[src/rtl/cw_input_pkg.sv]
// rtl/cw_input_pkg.sv - shared ring-router definitions for the CW input port
package cw_input_pkg;

  localparam int DATA_WIDTH_DEF = 64;
  localparam int HOP_MSB        = 55;
  localparam int HOP_LSB        = 48;
  localparam int HOP_WIDTH      = HOP_MSB - HOP_LSB + 1;

  typedef enum logic [2:0] {
    VC_EMPTY   = 3'b001,
    VC_FULL    = 3'b010,
    VC_GRANTED = 3'b100
  } vc_state_t;

  function automatic logic hop_is_zero(input logic [HOP_WIDTH-1:0] hop);
    return hop == '0;
  endfunction

endpackage

[src/rtl/cw_input_vc.sv]
// rtl/cw_input_vc.sv - one virtual-channel buffer with request/grant handshake
module cw_input_vc
  import cw_input_pkg::*;
#(
  parameter int DATA_WIDTH = DATA_WIDTH_DEF
) (
  input  logic                  clk,
  input  logic                  rst,
  input  logic                  i_capture,
  input  logic [DATA_WIDTH-1:0] i_data,
  input  logic                  i_grant_cw,
  input  logic                  i_grant_pe,
  output logic [DATA_WIDTH-1:0] o_data,
  output logic                  o_req_cw,
  output logic                  o_req_pe,
  output logic                  o_empty
);

  vc_state_t             r_state;
  logic [DATA_WIDTH-1:0] r_data;
  logic                  r_dest_pe;
  logic                  r_req_cw;
  logic                  r_req_pe;

  logic w_hop_zero;
  logic w_grant;

  assign w_hop_zero = hop_is_zero(i_data[HOP_MSB:HOP_LSB]);
  // Only the grant from the destination chosen at capture counts.
  assign w_grant    = r_dest_pe ? i_grant_pe : i_grant_cw;

  always_ff @(posedge clk) begin
    if (rst) begin
      r_state   <= VC_EMPTY;
      r_data    <= '0;
      r_dest_pe <= 1'b0;
      r_req_cw  <= 1'b0;
      r_req_pe  <= 1'b0;
    end else begin
      case (r_state)
        VC_EMPTY: begin
          if (i_capture) begin
            r_state   <= VC_FULL;
            r_data    <= i_data;
            r_dest_pe <= w_hop_zero;
            r_req_pe  <= w_hop_zero;
            r_req_cw  <= ~w_hop_zero;
          end
        end
        VC_FULL: begin
          if (w_grant) begin
            r_state  <= VC_GRANTED;
            r_req_cw <= 1'b0;
            r_req_pe <= 1'b0;
          end
        end
        // Data stays put here: the output port re-samples it while grant is high.
        VC_GRANTED: begin
          if (!w_grant) begin
            r_state <= VC_EMPTY;
          end
        end
        default: begin
          r_state  <= VC_EMPTY;
          r_req_cw <= 1'b0;
          r_req_pe <= 1'b0;
        end
      endcase
    end
  end

  assign o_data   = r_data;
  assign o_req_cw = r_req_cw;
  assign o_req_pe = r_req_pe;
  assign o_empty  = (r_state == VC_EMPTY);

endmodule

[src/rtl/cw_input.sv]
// rtl/cw_input.sv - clockwise-link input port: capture steering, cwri and overflow
module cw_input
  import cw_input_pkg::*;
#(
  parameter int DATA_WIDTH = DATA_WIDTH_DEF
) (
  input  logic                  clk,
  input  logic                  rst,
  input  logic                  polarity,
  input  logic                  cwsi,
  input  logic [DATA_WIDTH-1:0] cwdi,
  output logic                  cwri,
  output logic [DATA_WIDTH-1:0] data_out_even,
  output logic [DATA_WIDTH-1:0] data_out_odd,
  output logic                  request_cw_even,
  output logic                  request_cw_odd,
  output logic                  request_pe_even,
  output logic                  request_pe_odd,
  input  logic                  grant_cw_even,
  input  logic                  grant_cw_odd,
  input  logic                  grant_pe_even,
  input  logic                  grant_pe_odd,
  output logic                  overflow_err
);

  logic w_cap_even;
  logic w_cap_odd;
  logic w_even_empty;
  logic w_odd_empty;
  logic r_overflow;

  // The sender launches on the negedge after its polarity check, so polarity=1 lands in even.
  assign w_cap_even = cwsi & polarity;
  assign w_cap_odd  = cwsi & ~polarity;

  cw_input_vc #(.DATA_WIDTH(DATA_WIDTH)) u_vc_even (
    .clk       (clk),
    .rst       (rst),
    .i_capture (w_cap_even),
    .i_data    (cwdi),
    .i_grant_cw(grant_cw_even),
    .i_grant_pe(grant_pe_even),
    .o_data    (data_out_even),
    .o_req_cw  (request_cw_even),
    .o_req_pe  (request_pe_even),
    .o_empty   (w_even_empty)
  );

  cw_input_vc #(.DATA_WIDTH(DATA_WIDTH)) u_vc_odd (
    .clk       (clk),
    .rst       (rst),
    .i_capture (w_cap_odd),
    .i_data    (cwdi),
    .i_grant_cw(grant_cw_odd),
    .i_grant_pe(grant_pe_odd),
    .o_data    (data_out_odd),
    .o_req_cw  (request_cw_odd),
    .o_req_pe  (request_pe_odd),
    .o_empty   (w_odd_empty)
  );

  assign cwri = polarity ? w_odd_empty : w_even_empty;

  always_ff @(posedge clk) begin
    if (rst) begin
      r_overflow <= 1'b0;
    end else if ((w_cap_even && !w_even_empty) || (w_cap_odd && !w_odd_empty)) begin
      r_overflow <= 1'b1;
    end
  end

  assign overflow_err = r_overflow;

endmodule

[config.mk]
export PLATFORM = sky130hd
export DESIGN_NAME = cw_input
export DESIGN_NICKNAME = d
export VERILOG_FILES = /design/src/rtl/cw_input_pkg.sv /design/src/rtl/cw_input_vc.sv /design/src/rtl/cw_input.sv
export SDC_FILE = /design/constraint.sdc
export NUM_CORES = 1
export LEC_CHECK = 0
export ABC_AREA = 0
export CAP_MARGIN = 20
export CORE_MARGIN = 3
export CORE_UTILIZATION = 45
export DETAILED_ROUTE_END_ITERATION = 12
export MAX_ROUTING_LAYER = met4
export PLACE_DENSITY_LB_ADDON = 0.08
export SYNTH_ARGS = -nofsm -noshare
export SYNTH_HDL_FRONTEND = slang
export SYNTH_SLANG_ARGS = --single-unit
export TNS_END_PERCENT = 1
[constraint.sdc]
create_clock -name clk -period 3.05 [get_ports clk]
set_input_delay 0.7625 -clock clk [delete_from_list [all_inputs] [get_ports clk]]
set_output_delay 0.7625 -clock clk [all_outputs]
set_load 0.03 [all_outputs]
# Word-level counts from Yosys, hierarchy flattened
# Index checks and enable logic that the tools add are counted.
dict set report op_classes {
  reduce_logical 12
  div_mod_pow 0
  n_eq_ne 12
  n_bitwise 6
  add_sub_neg 0
  n_lt_le_gt_ge 0
  mux 21
  n_shift 0
  n_mul 0
}
# operator n
set ops {}
lappend ops {{$mux W3} 6}
lappend ops {{$pmux W3 S3} 2}
lappend ops {{$pmux W1 S3} 4}
lappend ops {{$reduce_and A3 Y1} 4}
lappend ops {{$mux W1} 9}
lappend ops {{$logic_not A8 Y1} 1}
lappend ops {{$ne A2 B2 Y1 const B} 4}
lappend ops {{$eq A3 B1 Y1 const B} 2}
lappend ops {{$eq A3 B2 Y1 const B} 2}
lappend ops {{$eq A3 B3 Y1 const B} 2}
lappend ops {{$ne A2 B1 Y1 const B} 2}
lappend ops {{$not A1 Y1} 4}
lappend ops {{$reduce_and A2 Y1} 2}
lappend ops {{$and A1 B1 Y1} 2}
lappend ops {{$logic_and A1 B1 Y1} 2}
lappend ops {{$logic_not A1 Y1} 2}
lappend ops {{$logic_or A1 B1 Y1} 1}
dict set report totals {
  mem_bits_rw 0
  latchBits 0
  output_inout_bits 134
  rom_bits 0
  memories 0
  inputBits 72
  regBits 141
}

# Depth between registers and ports, before layout
# Gate-level depths: netlist of run 1.
dict set report depth {
  ltp_word 4
  mapped_depth 7
  mapped_depth_nobuf 4
}

# Hierarchy
# From an unflattened synthesis of run 1, not the netlist that was laid out.
dict set report hier_totals {
  cells_unflattened 636
  hier_area_um2 5136.2
}
# module seq_area_each_um2 area_each_um2 n_inst cells_each
set by_module_without_submodules {}
lappend by_module_without_submodules {cw_input_vc 1401.3 2527.4 2 314}
lappend by_module_without_submodules {cw_input 20.0 81.3 1 8}

# Worst setup path after synthesis of run 1
# Ideal clock, no wire load.
dict set report synth_timing {
  path_type {input to output}
  start {input polarity}
  end {output cwri}
  t_required_ns 2.288
  path_stages 2
  t_arrival_ns 1.607
  setup_slack_ns 0.680
  path_buffers 1
  cell_sequence {buf_2 o21ai_0}
}
dict set report synth_via {
  elab_chain_len 1
}
# item line_no
set synth_lines {}
lappend synth_lines {{from (decl)} cw_input.sv:9} ;# input logic polarity,
lappend synth_lines {{$mux W1} cw_input.sv:62} ;# assign cwri = polarity ? w_odd_empty : w_even_empty;
lappend synth_lines {{to (decl)} cw_input.sv:12} ;# output logic cwri,
# No other way between the ends.

# Worst setup path after layout of run 1
dict set report layout_timing {
  start {register u_vc_even.r_state[2]}
  end {output cwri}
}
dict set report layout_via {
  elab_chain_len 2
}
# item line_no
set layout_lines {}
lappend layout_lines {{from (decl)} cw_input_vc.sv:19} ;# vc_state_t r_state;
lappend layout_lines {{from (signal assigned)} cw_input_vc.sv:34} ;# r_state <= VC_EMPTY;
lappend layout_lines {{from (signal assigned)} cw_input_vc.sv:43} ;# r_state <= VC_FULL;
lappend layout_lines {{from (signal assigned)} cw_input_vc.sv:52} ;# r_state <= VC_GRANTED;
lappend layout_lines {{$eq A3 B1 Y1} cw_input_vc.sv:75} ;# assign o_empty = (r_state == VC_EMPTY);
lappend layout_lines {{$mux W1} cw_input.sv:62}
# No other way between the ends.

==> summary.txt, run 1 <==
Drt
  • DR vias/cell: 5.05
  • 1st-iter DRT viols: 365
  • Routed WL: 14500 µm
  • First-pass DRT Iterations: 4
  • DRC: 0
  • Via count: 4933
  • Post-DRT Antenna Nets: 0
  • Routed length per placed instance: 14.9 µm

Placement
  • Dpl cells: 946
  • Routability Congestion: 0.792
  • Hpwl dp: 10100 µm
  • Placed cell area: 7170 µm²
  • IO buf count: 205

Pwr
  • Sequential power share: 44.2%
  • P_int: 3.27 mW
  • Comb pwr share: 15.6%
  • Clock power share: 40.2%
  • Pwr Total: 4.47 mW
  • Sw Share: 26.8%
  • NetSw: 1.20 mW
  • Peak VDD IR: 0.391 mV
  • PwrDens: 581 nW/µm²
  • P_leak: 2.73 nW

Floorplan
  • Die Span Y: 112 µm
  • Starting Density: 46.4%
  • Die Wd: 112 µm
  • Core Box Area: 10900 µm²
  • Row count: 38
  • I/O Pins: 206
  • Die area: 12600 µm²

GRT
  • Initial antenna violation count: 0
  • Pin count of the biggest net entering global routing: 62
  • Grt ovf: 0
  • M2 GR Usage: 39.1%
  • Grt peak-use layer: met2
  • First-pass GRT wire length: 23600 µm
  • Vias in the first global route: 4828
  • Grt met1 use: 28.9%
  • All-Layer GR Usage: 24.1%
  • M3 GR Usage: 6.68%

Yosys
  • Synth area leaders: dfxtp_1, nand2_1, a21oi_1
  • Post-synthesis sequential area ratio: 55.7%
  • Top FF cell, synth: dfxtp_1
  • Cells after synthesis: 633
  • Synthesized cell area: 5070 µm²
  • Syn_nets: 705
  • Post-synth cell types: 36
  • Yosys top cell by area: dfxtp_1
  • Synth top area share: 55.7%
  • Flops & latches, synth: 141
  • Share of flip-flops with an asynchronous set or reset: 0%
  • Number of flops mapped to enable cells by yosys: 0
  • Mean Syn Cell Area: 8.01 µm²
  • YS warnings: 0

Timing
  • TNS Setup: 0 ns
  • Final period util: 94.2%
  • Minimum clock period: 2.87 ns
  • # setup viols final: 0
  • Max Transition Viols Final: 0
  • Fmax: 348 MHz
  • RSZ-0062 raised after global routing: no
  • Slew at the pin closest to its max-slew limit: 0.628 ns
  • Worst slew margin relative to its limit: 58.2%
  • Worst Skew: 0.00912 ns
  • Final Hold Viols: 0

Clock tree
  • Total CTS buffers: 17
  • Post-CTS setup buffers: 0
  • Clock Pin Slew Worst Setup and Hold Paths: 0.06 ns
  • Post_cts resized: 0
  • Worst-skew pair later-pin latency: 0.41 ns
  • CTS tree: built
  • H-tree levels: 4
  • Max Buffers Root-to-Sink: 2
  • Post-CTS Hold Buffers: 0
  • Clock root cell: clkbuf_16
  • Clk sinks: 141

Critical path
  • Cell family with most CP delay: buffers and inverters
  • Worst setup EP type: primary output
  • Worst reg2reg path depth: 5
  • FF-to-FF End: u_vc_odd.o_data[33]
  • Critical path buffers and inverters: 1
  • Worst path slowest cell: clkdlybuf4s50_1
  • Crit Path Category: register to primary output
  • FF-to-FF setup slack: 1.26 ns
  • Critical path depth in cells: 3
  • Worst reg2reg path startpoint: u_vc_odd.r_state[0]
  • Data arrival, critical path: 2.11 ns
  • Type of origin of the critical path: register
  • CP Launch Point: u_vc_even.r_state[2]
  • CP max stage delay: 0.70 ns
  • Required @ worst endpoint: 2.29 ns
  • Cell Chain, Critical Path: or3b_4 > o21ai_0 > clkdlybuf4s50_1
  • Critical path peak fanout: 8
  • Worst Setup EP: cwri

Layout
  • Nets: 897
  • Final Non-Filler Cells: 976
  • Area delta synth->final: 51.6%
  • Share of cells above drive strength 1: 6.10%
  • N_diodes: 0
  • Commonest non-fill, non-tap cells in the layout: nand2_1, clkdlybuf4s50_1, dfxtp_1, a21oi_1, clkbuf_16
  • Fin area: 7690 µm²
  • Commonest non-fill, non-tap cell in the layout: nand2_1
  • FILL cells: 921

Worst hold path
  • Hold WC Path Type: register to register

Run
  • Max Cap Viol: 0

Run status
  • Outcome: finished clean
==> synth_stat cells, types with 3 or more instances <==
library cell and number:
a21oi_1 135, o21ai_0 5, buf_2 6, nor3_1 3, mux2i_1 4, nand2_1 266, clkbuf_1 25, dfxtp_1 141
nand3_1 3, nor2b_1 4, buf_4 5, buf_6 7
==> worst min-delay path: cells and delay by family (launching register included) <==
family	cells	cell delay (ns)
AO/OA/AOI/OAI	1	0.05
AND/OR/NAND/NOR	1	0.05
flip-flops	1	0.30
==> worst min-delay path by stage <==
| stage | start | endpoint | slack (ns) | cells past startpoint |
|---|---|---|---|---|
| after floorplan | u_vc_even.r_dest_pe | u_vc_even.r_dest_pe | 0.45 | 2 |
| after global placement | u_vc_odd.o_data[52] | u_vc_odd.o_data[52] | 0.44 | 2 |
| after detailed placement | u_vc_odd.o_data[22] | u_vc_odd.o_data[22] | 0.45 | 2 |
| final | u_vc_odd.o_data[61] | u_vc_odd.o_data[61] | 0.45 | 2 |
| after CTS | u_vc_odd.o_data[3] | u_vc_odd.o_data[3] | 0.45 | 2 |
| after global routing | u_vc_even.o_data[12] | u_vc_even.o_data[12] | 0.47 | 2 |
==> logic make-up after synthesis <==
| kind of cell | share of synthesized area (%) |
|---|---|
| flops | 55.7 |
| mux | 0.790 |
| simple gates | 23.2 |
| buf+inv | 4.96 |
| xor+xnor | 0.346 |
| compound gates | 15.1 |
==> power by group through the flow <==
| stage | registers, mW | clock network, mW | logic (mW) |
|---|---|---|---|
| 3_3_place_gp | 2.01 | 0 | 0.689 |
| 3_5_place_dp | 2.01 | 0 | 0.699 |
| 5_1_grt | 1.98 | 1.93 | 0.747 |
| 4_1_cts | 1.98 | 1.83 | 0.703 |
| 6_report | 1.98 | 1.79 | 0.698 |
| 2_1_floorplan | 2.18 | 0 | 0.209 |
==> sequential cells by signal (all words and copies together) (netlist names) <==
signal / count
u_vc_odd.r_state: 3
u_vc_odd.o_req_pe: 1
overflow_err: 1
u_vc_odd.r_dest_pe: 1
u_vc_odd.o_req_cw: 1
u_vc_even.o_req_pe: 1
u_vc_even.r_dest_pe: 1
u_vc_even.o_req_cw: 1
u_vc_odd.o_data: 64
u_vc_even.r_state: 3
u_vc_even.o_data: 64
==> area by class of cell <==
| class | count | area [µm²] | area share, % |
|---|---|---|---|
| Sequential cell | 141 | 2820 | 36.7 |
| Timing Repair Buffer | 218 | 2160 | 28.1 |
| Multi-Input combinational cell | 446 | 2010 | 26.1 |
| Clock buffer | 19 | 443 | 5.76 |
| Tap cell | 140 | 175 | 2.28 |
| Clock inverter | 11 | 73.8 | 0.960 |
| Inverter | 1 | 3.75 | 0.0488 |
==> stage by stage <==
stage,setup slack (ns),hold slack [ns],utilization (%)
after floorplan,0.680,0.450,-
after global placement,0.191,0.441,65.6
after detailed placement,0.203,0.446,65.6
after CTS,0.171,0.454,70.3
after global routing,0.0411,0.467,70.3
final,0.178,0.453,70.3
==> per-layer routing <==
metal	wire (µm)	part of all wire (%)	up-vias
met5	0	0	-
met4	295	2.0	0
met3	905	6.2	23
met2	7030	48	168
met1	6300	43	2296
li1	-	-	2446
No activity file was read; power rests on OpenSTA's default activity.
==> inputs of run 2 (changes only) <==
SETUP_SLACK_MARGIN = 0.02   (was not set)
==> results of run 2 <==
No change in the layout: final DEF, timing and power equal those of run 1.
==> patch 1, RTL diff (flow settings as in run 1) <==
The 3 states of `vc_state_t` get a binary encoding in 2 bits.
--- a/src/rtl/cw_input_pkg.sv
+++ b/src/rtl/cw_input_pkg.sv
@@ -6,10 +6,10 @@
   localparam int HOP_LSB        = 48;
   localparam int HOP_WIDTH      = HOP_MSB - HOP_LSB + 1;
 
-  typedef enum logic [2:0] {
-    VC_EMPTY   = 3'b001,
-    VC_FULL    = 3'b010,
-    VC_GRANTED = 3'b100
+  typedef enum logic [1:0] {
+    VC_EMPTY   = 2'd0,
+    VC_FULL    = 2'd1,
+    VC_GRANTED = 2'd2
   } vc_state_t;
 
   function automatic logic hop_is_zero(input logic [HOP_WIDTH-1:0] hop);
Check against the original RTL: no difference found for any inputs over 4 cycles, from zero or initial values and one cycle with rst high; so few cycles prove little.
==> patch 1 against run 1 <==
Synthesized area decreased by 2.7%; count of clock-buffer cells in the layout grew 1; fmax is 9.5% higher; first-iteration DRC count shrank 21%; die area decreased by 2.6%; setup slack gained 250 ps; wire length decreased by 2.8%; sequential cell count fell by 2; core utilization rose by 2.9 points; clock skew hardly changed; sequential share of layout area down 0.53 points; final cell count fell by 1.9%; power increased by 5.4%; cell area is essentially flat; largest cell class unchanged; highest routed layer unchanged.
==> patch 1: results (changes against run 1) <==
- WL per Instance: 14.8 um (-0.85%)
- The number of distinct standard cells referenced by the synthesized netlist was 26 (-28%).
* TritonCTS buffer count: 17 (unchanged)
- The largest net degree at the start of global routing was 93 (+50%).
- For this design, the slowest cell found on the critical path is sky130_fd_sc_hd__clkdlybuf4s50_1.
* First-pass GRT wire length: 23.0 mm (-2.7%)
- Part of the Yosys area used for sequential elements: 56.4% (+0.74 points)
- In the synthesized netlist, the cells that appear most often are sky130_fd_sc_hd__nand2_1, sky130_fd_sc_hd__dfxtp_1, sky130_fd_sc_hd__a21oi_1, sky130_fd_sc_hd__clkbuf_1, sky130_fd_sc_hd__buf_2.
- Cell at the root of the clock tree: sky130_fd_sc_hd__clkbuf_8
* Half-perimeter wire length after placement: 10.1 mm (about the same)
- Net count after synthesis: 688 (-2.4%)
* Internal power: 0.00349 W (+6.6%)
- Cell types with the largest area share after synthesis: sky130_fd_sc_hd__dfxtp_1, sky130_fd_sc_hd__nand2_1, sky130_fd_sc_hd__a21oi_1
- Post-DP Area: 7090 um2 (-1.1%)
- The layout filler cell count is 807 (-12%).
- Via count of the first global-routing pass: 4697 (-2.7%)
- Clock Latency Late Sink: 510 ps (+100 ps)
- The global placer's final weighted congestion came to 0.809 (+2.2%).
* Run status: finished clean
- The maximum single-stage delay on the critical path is 460 ps (-240 ps).
- Tot GR Track Use: 23.4% (-0.72 points)
- The relative slew slack was 66.0% (+7.8 points).
- The count of input and output buffers is 205 (unchanged).
* Critical path peak fanout: 4 (-4)
* Vias per std cell: 4.98 (-1.4%)
* Nets@finish: 880 (-1.9%)
- The largest voltage drop on the vdd net came to 0.352 mV (-10%).
- Number of DRC markers in iteration 0: 289 (-21%)
- The arrival time at the worst endpoint is 1860 ps (-250 ps).
* Fraction of layout instances using a drive strength above 1: 6.09% (-0.010 points)
* Setup clock skew after layout: 8.69 ps (-0.426 ps)
- Per-instance average area after synthesis: 8.00 um2 (about the same)
- Critical path's top delay family: buffers and inverters
- The static leakage is 2.73 nW (about the same).
patch 1: logic make-up after synthesis:
| kind of cell | synth area share (%) |
|---|---|
| XOR/XNOR | 0.355 |
| multiplexers | 0.406 |
| flip-flops | 56.4 |
| buffers and inverters | 4.54 |
| AO/OA/AOI/OAI | 14.4 |
| AND/OR/NAND/NOR | 23.9 |
patch 1: per-layer routing:
| metal | track usage (%) | vias to the layer above | share of wire [%] |
|---|---|---|---|
| li1 | - | 2396 | - |
| met1 | 26.7 | 2199 | 43 |
| met2 | 39.9 | 158 | 50 |
| met3 | 6.28 | 17 | 5.8 |
| met4 | 7.88 | 0 | 1.5 |
| met5 | - | - | 0 |
patch 1: power by group through the flow:
stage	clock, W	combinational (W)	sequential, W
after floorplan	0	0.000202	0.00215
after global placement	0	0.000702	0.00199
after detailed placement	0	0.000711	0.00199
after CTS	0.00209	0.000712	0.00195
after global routing	0.00217	0.000757	0.00196
final	0.00205	0.000709	0.00195
patch 1: worst reg2reg max path, cell delays in order (launching register included):
cell,delay [ps]
sky130_fd_sc_hd__dfxtp_1,380
sky130_fd_sc_hd__or4b_2,730
sky130_fd_sc_hd__buf_4,250
sky130_fd_sc_hd__nand2_1,110
sky130_fd_sc_hd__a21oi_1,70
patch 1: cell type report:
class,count,area (um2),share of cell area (%)
multi-input cells,433,1950,25.4
flip-flops and latches,139,2780,36.2
repair buffers,217,2190,28.4
well taps,136,170,2.21
clock inverters,12,164,2.13
clock buffers,20,435,5.66
patch 1: stage by stage:
step	setup WS [ps]	total power (W)	hold slack (ps)	std cells	utilization [%]
2_1_floorplan	616	0.00236	450	616	-
5_1_grt	412	0.00489	472	957	73.2
4_1_cts	423	0.00475	454	957	73.2
3_5_place_dp	402	0.00270	445	925	67.5
6_report	428	0.00471	453	957	73.2
3_3_place_gp	448	0.00269	441	925	67.5
patch 1: path summary, 6_finish.rpt:
| kind | start | to | slack, ps | cells past startpoint |
|---|---|---|---|---|
| max | polarity | cwri | 430 | 3 |
| min reg2reg | u_vc_odd.o_data[32] | u_vc_odd.o_data[32] | 450 | 2 |
| max reg2reg | u_vc_odd.r_state[1] | u_vc_odd.o_data[39] | 1360 | 4 |
| min | u_vc_odd.o_data[32] | u_vc_odd.o_data[32] | 450 | 2 |
==> patch 2, RTL diff (flow settings as in run 1) <==
Without the edit above. `HOP_LSB`: 48 -> 24.
--- a/src/rtl/cw_input_pkg.sv
+++ b/src/rtl/cw_input_pkg.sv
@@ -3,7 +3,7 @@
 
   localparam int DATA_WIDTH_DEF = 64;
   localparam int HOP_MSB        = 55;
-  localparam int HOP_LSB        = 48;
+  localparam int HOP_LSB        = 24;
   localparam int HOP_WIDTH      = HOP_MSB - HOP_LSB + 1;
 
   typedef enum logic [2:0] {
Formal check against the unedited RTL: not equivalent (Yosys sat finds a counterexample within 4 cycles, from zero or initial values and one cycle with rst high).
==> patch 2 against run 1 <==
Sequential cell count stayed put; largest power group is now the clock network; register-to-register slack lost 120 ps; highest routed layer unchanged; wire length grew 2.3%; setup slack improved by 270 ps; sequential share of layout area decreased by 0.78 points; cell area increased by 2.2%; synthesized area grew 0.54%; power is 6.9% higher; largest cell class unchanged; sequential power hardly changed.
==> patch 2: results (changes against run 1) <==
- Sequential Area: 2820 um2 (unchanged)
* Clock tree from TritonCTS: done
- Cell leakage power: 2.77 nW (+1.6%)
* CLK BUF: 18 (-1)
* Combinational share of power: 15.0% (-0.6 points)
- The run finished with clean final reports.
- Met1 track demand over resource in global routing: 28.6% (-0.32 points)
* Post-route core utilization: 71.8% (+1.5 points)
- The xor and xnor area share after synthesis is 0.344% (-0.0019 points).
- Sequential cell count: 141 (unchanged)
- Part of the Yosys area used for sequential elements: 55.4% (-0.30 points)
- Non-clock inverter count in the final layout: 4 (+3)
* Routability congestion estimate: 0.844 (+6.6%)
- Setup clock skew after layout: 12.9 ps (+3.74 ps)
- The share of total power in sequential cells is 41.4% (-2.8 points).
- Number of DRC markers in iteration 0: 358 (-1.9%)
- M3 GR Usage: 7.44% (+0.75 points)
- WL per Instance: 15.1 um (+1.6%)
- Switching power: 0.00125 W (+4.6%)
* Clock-pin slew on the worst setup and hold paths: 50 ps
* Vias per std cell: 5.13 (+1.5%)
- Complex-gate fraction of the synthesized area: 15.2% (+0.14 points)
- Predominant post-synthesis flop cell: sky130_fd_sc_hd__dfxtp_1
* Largest voltage drop on the vdd net: 0.370 mV (-5.5%)
- Synthesized netlist cell count: 636 (+0.47%)
- The global-route total usage across every layer was 24.0% (-0.096 points).
- The maximum fanout count along the critical path came to 7 (-1).
- Multi-input gate area: 2050 um2 (+2.1%)
- The arrival time at the worst endpoint was 1840 ps (-270 ps).
- Fraction of area in clock buffers and inverters: 7.58% (+0.86 points)
* Number of distinct library cells after synthesis: 33 (-8.3%)
* Internal power: 0.00352 W (+7.7%)
- Per-instance average area after synthesis: 8.01 um2 (about the same)
- Cell types with the largest area share after synthesis: sky130_fd_sc_hd__dfxtp_1, sky130_fd_sc_hd__nand2_1, sky130_fd_sc_hd__a21oi_1
* Global-route met2 utilization: 39.9% (+0.79 points)
* Post-DP Area: 7260 um2 (+1.2%)
- The first-pass GRT wire length was 24.1 mm (+1.9%).
- Nets@finish: 903 (+0.67%)
* NonClk Buf Share: 27.9% (-0.15 points)
- CP max stage delay: 550 ps (-150 ps)
- Detailed-routing iteration count for the pre-antenna-repair pass: 5 (+1)
- The total nets after synthesis came to 708 (+0.43%).
- The mux share of post-synthesis cell area is 0.589% (-0.20 points).
- The post-detailed-placement half-perimeter wirelength was 10.4 mm (+2.7%).
- Multi-input combinational gate total: 449 (+0.67%)
- Largest net degree at the start of global routing: 52 (-16%)
- The fraction of final layout cells with drive strength greater than 1 came to 6.52% (+0.42 points).
- The number of global-route vias before repair is 4874 (+0.95%).
- Worst-margin pin slew: 523 ps (-105 ps)
- The pre-CTS worst setup slack came to 452 ps (+249 ps).
- The placed cell count came to 952 (+0.63%).
[patch 2: cell count changes after synthesis, sizes merged, moves of 3 or more]
cell	delta
a21oi	-6
clkbuf	-4
nor2b	-3
inv	+3
nand2	-3
nor4	+9
[patch 2: routing by layer]
| metal | up-vias | part of all wire [%] | wire length (um) |
|---|---|---|---|
| li1 | 2477 | - | - |
| met1 | 2366 | 43 | 6330 |
| met2 | 184 | 49 | 7300 |
| met3 | 15 | 7.3 | 1080 |
| met4 | 0 | 1.0 | 153 |
| met5 | - | 0 | 0 |
[patch 2: path summary, 6_finish.rpt]
path                        startpoint             endpoint  slack (ps)  cells past startpoint
setup / recovery              polarity                 cwri         450                      3
hold / removal     u_vc_odd.o_data[10]  u_vc_odd.o_data[10]         450                      2
hold reg to reg    u_vc_odd.o_data[10]  u_vc_odd.o_data[10]         450                      2
setup reg to reg  u_vc_even.r_state[0]   u_vc_even.o_req_cw        1140                      4
